`src/rtl/fwd_hazard_unit.sv`:
```
// Operand forwarding, load-use detection and multi-cycle scoreboard for an in-order pipeline.
// Drives forwarding selects, stall/bubble, and a saturating stall-cycle counter.
module fwd_hazard_unit #(
    parameter int unsigned RA_W   = 5,
    parameter int unsigned NRD    = 2,
    parameter int unsigned LAT_W  = 3,
    parameter int unsigned PERF_W = 16
) (
    input  logic                  clk,
    input  logic                  rst,
    input  logic [NRD*RA_W-1:0]   id_rs,
    input  logic [NRD-1:0]        id_rs_used,
    input  logic [NRD*RA_W-1:0]   ex_rs,
    input  logic [RA_W-1:0]       idex_rd,
    input  logic                  idex_memread,
    input  logic [RA_W-1:0]       exmem_rd,
    input  logic                  exmem_regw,
    input  logic [RA_W-1:0]       memwb_rd,
    input  logic                  memwb_regw,
    input  logic                  mc_issue,
    input  logic [RA_W-1:0]       mc_rd,
    input  logic [LAT_W-1:0]      mc_lat,
    output logic [NRD*2-1:0]      fwd_sel,
    output logic                  stall,
    output logic                  bubble,
    output logic                  mc_accept,
    output logic [(2**RA_W)-1:0]  sb_busy,
    output logic [PERF_W-1:0]     stall_cycles
);

    localparam int unsigned NREG = 2**RA_W;

    logic [NREG-1:0][LAT_W-1:0] cnt;
    logic                       load_use;
    logic                       sb_hazard;
    logic [LAT_W-1:0]           lat_eff;

    // Busy bit per register: a nonzero countdown means the result is not yet written back.
    always_comb begin
        sb_busy = '0;
        for (int unsigned r = 0; r < NREG; r++) begin
            sb_busy[r] = (cnt[r] != '0);
        end
    end

    // EX/MEM has priority over MEM/WB; r0 is never forwarded.
    always_comb begin
        fwd_sel = '0;
        for (int unsigned i = 0; i < NRD; i++) begin
            if (exmem_regw && (exmem_rd != '0) && (exmem_rd == ex_rs[i*RA_W +: RA_W])) begin
                fwd_sel[i*2 +: 2] = 2'b10;
            end else if (memwb_regw && (memwb_rd != '0) && (memwb_rd == ex_rs[i*RA_W +: RA_W])) begin
                fwd_sel[i*2 +: 2] = 2'b01;
            end
        end
    end

    always_comb begin
        load_use  = 1'b0;
        sb_hazard = 1'b0;
        for (int unsigned i = 0; i < NRD; i++) begin
            if (id_rs_used[i] && (id_rs[i*RA_W +: RA_W] != '0)) begin
                if (idex_memread && (idex_rd == id_rs[i*RA_W +: RA_W])) begin
                    load_use = 1'b1;
                end
                if (sb_busy[id_rs[i*RA_W +: RA_W]]) begin
                    sb_hazard = 1'b1;
                end
            end
        end
    end

    assign stall     = load_use | sb_hazard;
    assign bubble    = stall;
    assign mc_accept = mc_issue && !stall && (mc_rd != '0);
    // A zero latency still needs one cycle before the register file holds the result.
    assign lat_eff   = (mc_lat == '0) ? LAT_W'(1) : mc_lat;

    // Countdown scoreboard; a new issue overrides both the decrement and any older count.
    always_ff @(posedge clk or posedge rst) begin
        if (rst) begin
            cnt <= '0;
        end else begin
            for (int unsigned r = 1; r < NREG; r++) begin
                if (mc_accept && (mc_rd == RA_W'(r))) begin
                    cnt[r] <= lat_eff;
                end else if (cnt[r] != '0) begin
                    cnt[r] <= cnt[r] - LAT_W'(1);
                end
            end
            cnt[0] <= '0;
        end
    end

    always_ff @(posedge clk or posedge rst) begin
        if (rst) begin
            stall_cycles <= '0;
        end else if (stall && (stall_cycles != '1)) begin
            stall_cycles <= stall_cycles + PERF_W'(1);
        end
    end

endmodule

```
`config.mk`:
```
export PLATFORM = sky130hd
export DESIGN_NAME = fwd_hazard_unit
export DESIGN_NICKNAME = d
export VERILOG_FILES = /design/src/rtl/fwd_hazard_unit.sv
export SDC_FILE = /design/constraint.sdc
export NUM_CORES = 1
export LEC_CHECK = 0
export BUFFER_PORTS_ARGS = -buffer_cell sky130_fd_sc_hd__clkbuf_2
export CAP_MARGIN = 10
export CORE_MARGIN = 5
export CORE_UTILIZATION = 40
export CTS_CLUSTER_SIZE = 14
export DETAILED_ROUTE_END_ITERATION = 8
export GPL_ROUTABILITY_DRIVEN = 0
export SETUP_SLACK_MARGIN = 0.3
export SLEW_MARGIN = 20
export SYNTH_ARGS = -nofsm -noshare
export SYNTH_HDL_FRONTEND = slang
export SYNTH_SLANG_ARGS = --single-unit
```
`constraint.sdc`:
```
create_clock -name clk -period 4 [get_ports clk]
set_clock_uncertainty 0.1 [all_clocks]
set_input_delay 0 -clock clk [delete_from_list [all_inputs] [get_ports clk]]
set_output_delay 0 -clock clk [all_outputs]
set_load 0.02 [all_outputs]
```
# == Yosys cells after proc, flatten, opt, wreduce, memory -nomap -nowiden ==
# Index checks and enable logic that the tools add are counted.
# word_totals
in_bits,51
wordCells,297
reg_bits,109
# classes
add_sub_neg,32
n_eq_ne,38
n_lt_le_gt_ge,2
bitwise,1
n_reduce_logical,113
muxes,79
# op_table
operator,count
3-bit 2-to-1 mux,63
3-bit nonzero test,31
3-bit by 1-bit subtractor with 3-bit output (second input constant),31
5-bit equality test (second input constant),16
2-bit nonzero test,31
1-bit logical AND,44
5-bit by 4-bit equality test with 1-bit output (second input constant),8
5-bit equality test,6
5-bit nonzero test,5
5-bit by 3-bit equality test with 1-bit output (second input constant),4
16-bit by 1-bit adder with 16-bit output (second input constant),1
16-bit inequality test (second input constant),1
5-bit by 6-bit less-than comparator with 1-bit output (second input constant),2
1-bit 2-to-1 mux,12
1-bit binary-select mux with 5-bit select,2
5-bit by 2-bit equality test with 1-bit output (second input constant),2
5-bit by 1-bit equality test with 1-bit output (second input constant),1
2-bit 2-to-1 mux,2
3-bit logical NOT,1
1-bit logical NOT,1
1-bit bitwise OR,1

# == Logic depth before layout (Yosys ltp) ==
# logic_depth
depth_word,13
ltp_mapped,12
ltp_nobuf,11

# == Least setup slack after synthesis ==
# Ideal clock, no wire load.
# synth_timing
path_kind,register to register
from,reg cnt[33] (netlist bit)
to,reg cnt[46] (netlist bit)
setup_time_ns,0.125
setup_slack_ns,0.905
t_arrival_ns,2.870
n_path_buf,0
synth_period_minus_slack_ns,3.095
stages_incl_launch_ff,12
required_time_ns,3.775
path_cell_list,dfrtp_1 > inv_1 > ha_1 > nor2b_2 > inv_1 > mux4_2 > mux2_2 > o22ai_1 > o2111a_2 > inv_2 > or3_4 > mux2_4
# synth_via
elab_chain_len,13
word_cells_on_any_way,16
# synth_rtl
element,line_no,source
start: declaration,33,logic [NREG-1:0][LAT_W-1:0] cnt;
start signal: indexed assignment,86,cnt[r] <= lat_eff;
start signal: indexed assignment,88,cnt[r] <= cnt[r] - LAT_W'(1);
3-bit nonzero test *,42,sb_busy[r] = (cnt[r] != '0);
named net sb_busy[11],27,"output logic [(2**RA_W)-1:0] sb_busy,"
1-bit binary-select mux with 5-bit select,66,if (sb_busy[id_rs[i*RA_W +: RA_W]]) begin
1-bit 2-to-1 mux (implied by the code),66,
1-bit 2-to-1 mux,66,
1-bit 2-to-1 mux,62,if (id_rs_used[i] && (id_rs[i*RA_W +: RA_W] != '0)) begin
1-bit 2-to-1 mux,66,
1-bit 2-to-1 mux *,62,
1-bit bitwise OR *,73,assign stall = load_use | sb_hazard;
named net bubble,25,"output logic bubble,"
1-bit logical NOT *,75,assign mc_accept = mc_issue && !stall && (mc_rd != '0);
1-bit logical AND * (2 in series),75,
1-bit logical AND *,85,if (mc_accept && (mc_rd == RA_W'(r))) begin
3-bit 2-to-1 mux / 2-bit nonzero test (equally long branches),-,
# The timed path passes the listed nets; every way through them passes the cells marked *. The select of a mux whose other input is x is not followed.
# A chain may end at the register's enable or synchronous reset.

# == Worst setup path after layout ==
# layout_timing
from,reg cnt[33] (netlist bit)
to,reg cnt[40] (netlist bit)
# layout_via
elab_chain_len,13
word_cells_on_any_way,16
# layout_rtl
element,line_no
3-bit nonzero test *,42
1-bit binary-select mux with 5-bit select,66
1-bit 2-to-1 mux (implied by the code),66
1-bit 2-to-1 mux,66
1-bit 2-to-1 mux,62
1-bit 2-to-1 mux,66
1-bit 2-to-1 mux *,62
1-bit bitwise OR *,73
1-bit logical NOT *,75
1-bit logical AND * (2 in series),75
1-bit logical AND *,85
3-bit 2-to-1 mux / 2-bit nonzero test (equally long branches),-
# Mark *: on every way between the ends. The rest lies on a longest branch, timed or not. The select of a mux whose other input is x is not followed.

==> run summary <==
- finished, final reports clean — result of the run
- 0.0459 — compound-cell area share of the yosys netlist
- 0.351 — slew margin rel.
- cnt[33] — launching point of the worst reg2reg path
- 7880 sq um — summed instance area of the synthesized netlist
- 5.11 — routed via count divided by cell count
- 0 ns — setup TNS after final layout
- 3 — WP buf/inv
- 0.07 ns — clock-pin slew reported for the worst setup and hold paths after clock tree synthesis
- 150 um — overall die width
- inv_1, ha_1, nor2b_2, inv_1, mux4_2, mux2_2, o22ai_1, o2111a_2, buf_4, nand4_1, mux2_2 — critical-path cell list
- 9 — number of clock buffers inserted by TritonCTS
- 104 — count of input and output buffers
- 0.54 ns — reg-to-reg slack, setup
- 0 — number of max-capacitance violations reported
- input port to flip-flop — type of the tightest min-delay check
- 0 — number of routed nets with antenna violations
- 0.974 ns — actual transition at the worst max-transition pin
- 19500 sq um — total core area
- 0.279 — ratio of cells with drive above 1 in the final layout
- 0.346 — share of the synthesized area in the top cell type
- mc_rd[2] — launch instance of the worst min-delay path
- 0 — total grt overflow
- 5 — drt pass-1 iters
- 14.7 mm — Post-DP HPWL
- 1141 — post-route insts no fill
- 0 — number of max-slew violations in the final report
- 0 — synth warn
- 17.3 um — Avg WL per Cell
- 0.0812 ns — minimum hold slack
- 1 — cts hold-fix bufs
- 8890 sq um — final design area excluding fillers
- sky130_fd_sc_hd__dfrtp_1 — most common cell after layout, fill and taps aside
- 0 — number of enable flip-flop cells after synthesis
- 2 — Max Buffers Root-to-Sink
- 5993 — number of global-route vias before repair
- 0.156 — area fraction in and, or, nand and nor cells after synthesis
- 12.7% — area overhead of the layout relative to synthesis
- 0.405 — Initial Util
- 6.40 mW — total power after layout
- 0.865 — period utilisation layout
- 0.100 — adder and majority cell fraction of the synthesized area
- 22600 sq um — overall die area
- 0.0844 — share of the synthesized netlist area taken by xor and xnor gates
- 289 MHz — upper clock frequency limit
- 57 — number of library cell types mapped by synthesis
- 19.7 mm — aggregate routed wire length
- multiplexers — CP delay by family, top
- flip-flop — startpoint class of the critical path
- 0 — final hold violation count
- 0.46 ns — Max stage delay on crit path
- 3.60 ns — crit path DAT
- false — unrepaired setup endpoints after global routing
- sky130_fd_sc_hd__clkbuf_16 — clock root buffer
- yes — TritonCTS clock tree
- 77 — maximum number of pins on one net before global-route repair
- 720 nW/um^2 — power per cell area
- 0 — Setup Fix Bufs, Post-CTS
- 109 x sky130_fd_sc_hd__dfrtp_1, 104 x sky130_fd_sc_hd__clkbuf_2, 88 x sky130_fd_sc_hd__mux2_2, 76 x sky130_fd_sc_hd__nor2_1, 75 x sky130_fd_sc_hd__inv_1 — leading cell types in the layout, fill and taps excluded
- 901 — Syn Nets
- 4.20 nW — cell leakage power
- 150 um — die height
- 0 — DRC
- 0 — number of antenna violations at the first check in global routing
- 10.0 sq um — average size of a mapped cell
- 0.181 — GRT Total Usage
- 109 — total number of clock tree sinks
- 51 — total number of placement rows
- 109 — synthesized flop and latch total
- 4.14 ns — Req. time, crit path
- sky130_fd_sc_hd__dfrtp_1 35%, sky130_fd_sc_hd__mux2_2 13%, sky130_fd_sc_hd__ha_1 10% — most area-consuming cells after synthesis
- sky130_fd_sc_hd__mux4_2 — slowest cell on the critical path
- 0.205 — proportion of synthesized area in mux cells
- 8610 sq um — area after detailed placement
- multiplexers — main combinational cell family by area after synthesis
- 106 — count of pins on the block boundary
- 319 — Initial DRC Count
- 0.346 — sequential cell area fraction in the yosys report
- flip-flop to flip-flop — critical path type
- 986 — Final nets
- 3.46 ns — Final min period
- 25 — crit-path max FO
- 1.00 — share of flip-flops with an asynchronous set or reset after synthesis
- 5827 — count of vias placed by the detailed router
- sky130_fd_sc_hd__dfrtp_1 — Main synth FF type
- flip-flop — type of element capturing the critical path
- 0 — Setup violations, final
- 1125 — placed instance count
- 0.273 mV — worst voltage drop across the vdd grid
- 3 — htree depth
- cnt[33] — startpoint of the most critical setup path
- 0.36 ns — insertion delay to the later sink of the worst-skew pair
- 787 — Syn Inst Count
- sky130_fd_sc_hd__dfrtp_1 — leading area contributor after synthesis
- 0 — # resized after CTS
- 31.7 mm — wire length of the first global-routing pass
- 0 — diodes inserted
-- path summary, 6_finish.rpt --
path / end / depth (start not counted)
max: cnt[40] / 11
min: cnt[36] / 3
max reg2reg: cnt[40] / 11
min reg2reg: stall_cycles[13] / 1
min in group asynchronous: stall_cycles[12] / 3
max in group asynchronous: cnt[39] / 4
-- worst register-to-register path, cell delays in order (launching register included) --
cell and delay (ns):
sky130_fd_sc_hd__dfrtp_1 0.36, sky130_fd_sc_hd__inv_1 0.12, sky130_fd_sc_hd__ha_1 0.17, sky130_fd_sc_hd__nor2b_2 0.19, sky130_fd_sc_hd__inv_1 0.10, sky130_fd_sc_hd__mux4_2 0.46, sky130_fd_sc_hd__mux2_2 0.27, sky130_fd_sc_hd__o22ai_1 0.18
sky130_fd_sc_hd__o2111a_2 0.38, sky130_fd_sc_hd__buf_4 0.34, sky130_fd_sc_hd__nand4_1 0.32, sky130_fd_sc_hd__mux2_2 0.36
-- synth_stat cells, types with 2 or more instances --
cell,instances
sky130_fd_sc_hd__or4_1,8
sky130_fd_sc_hd__xnor2_1,48
sky130_fd_sc_hd__o22ai_1,2
sky130_fd_sc_hd__buf_6,3
sky130_fd_sc_hd__and4b_1,2
sky130_fd_sc_hd__buf_4,4
sky130_fd_sc_hd__a21oi_1,32
sky130_fd_sc_hd__inv_2,3
sky130_fd_sc_hd__nor2_1,77
sky130_fd_sc_hd__nand2_1,13
sky130_fd_sc_hd__nor3b_1,4
sky130_fd_sc_hd__buf_2,6
sky130_fd_sc_hd__a311oi_1,3
sky130_fd_sc_hd__xor2_1,28
sky130_fd_sc_hd__nor4_1,6
sky130_fd_sc_hd__nor2b_1,7
sky130_fd_sc_hd__nand4_1,13
sky130_fd_sc_hd__ha_1,63
sky130_fd_sc_hd__dfrtp_1,109
sky130_fd_sc_hd__clkbuf_1,24
sky130_fd_sc_hd__mux2_2,88
sky130_fd_sc_hd__or3_4,2
sky130_fd_sc_hd__nor4_2,3
sky130_fd_sc_hd__nor4b_1,3
sky130_fd_sc_hd__o21ai_0,7
sky130_fd_sc_hd__nand2b_1,33
sky130_fd_sc_hd__o31a_1,2
sky130_fd_sc_hd__mux4_2,9
sky130_fd_sc_hd__nand3_1,20
sky130_fd_sc_hd__nor2b_2,2
sky130_fd_sc_hd__inv_1,76
sky130_fd_sc_hd__mux2i_1,36
sky130_fd_sc_hd__nand3b_1,3
sky130_fd_sc_hd__mux2_4,4
sky130_fd_sc_hd__and3_1,12
sky130_fd_sc_hd__nor3_1,11
-- stage by stage --
step	utilization	worst slack, ns
after floorplan	-	0.905
after global placement	0.442	0.642
after detailed placement	0.442	0.566
after CTS	0.457	0.559
after global routing	0.457	0.343
final	0.457	0.540
-- registers in the layout (all words and copies together), names as in the netlist --
signal and flops:
cnt 93, stall_cycles 16
-- cell families (layout without fill, tap and decap cells) --
family                   after synthesis  in the layout
adder cells (fa/ha/maj)               63             63
buffers and inverters                118            207
multiplexers                         137            137
AND/OR/NAND/NOR                      225            225
other                                  1              1
AO/OA/AOI/OAI                         58             58
XOR/XNOR                              76             76
flip-flops                           109            109
-- routing by layer --
| metal | up-vias | GRT usage | part of all wire | wire length (um) |
|---|---|---|---|---|
| li1 | 2836 | - | - | - |
| met1 | 2814 | 0.229 | 0.44 | 8760 |
| met2 | 157 | 0.306 | 0.48 | 9400 |
| met3 | 20 | 0.0470 | 0.066 | 1300 |
| met4 | 0 | 0.0508 | 0.014 | 284 |
| met5 | - | 0 | 0 | 0 |
-- cell type report --
type                    instances  area [sq um]
clock buffers                  11           243
clock inverters                 4          25.0
fillers                      1865         10600
inverters                      79           299
multi-input cells             560          4670
flip-flops and latches        109          2730
well taps                     265           332
repair buffers                113           591
-- where the power goes --
| group | leakage [nW] | total, mW | switching (mW) | internal, mW |
|---|---|---|---|---|
| Sequential | 1.29 | 2.03 | 0.348 | 1.68 |
| Clock | 0.127 | 0.856 | 0.421 | 0.435 |
| Combinational | 2.78 | 3.52 | 1.76 | 1.76 |
| Total | 4.20 | 6.40 | 2.53 | 3.87 |
Note: power is estimated with default switching activity, not from simulation.
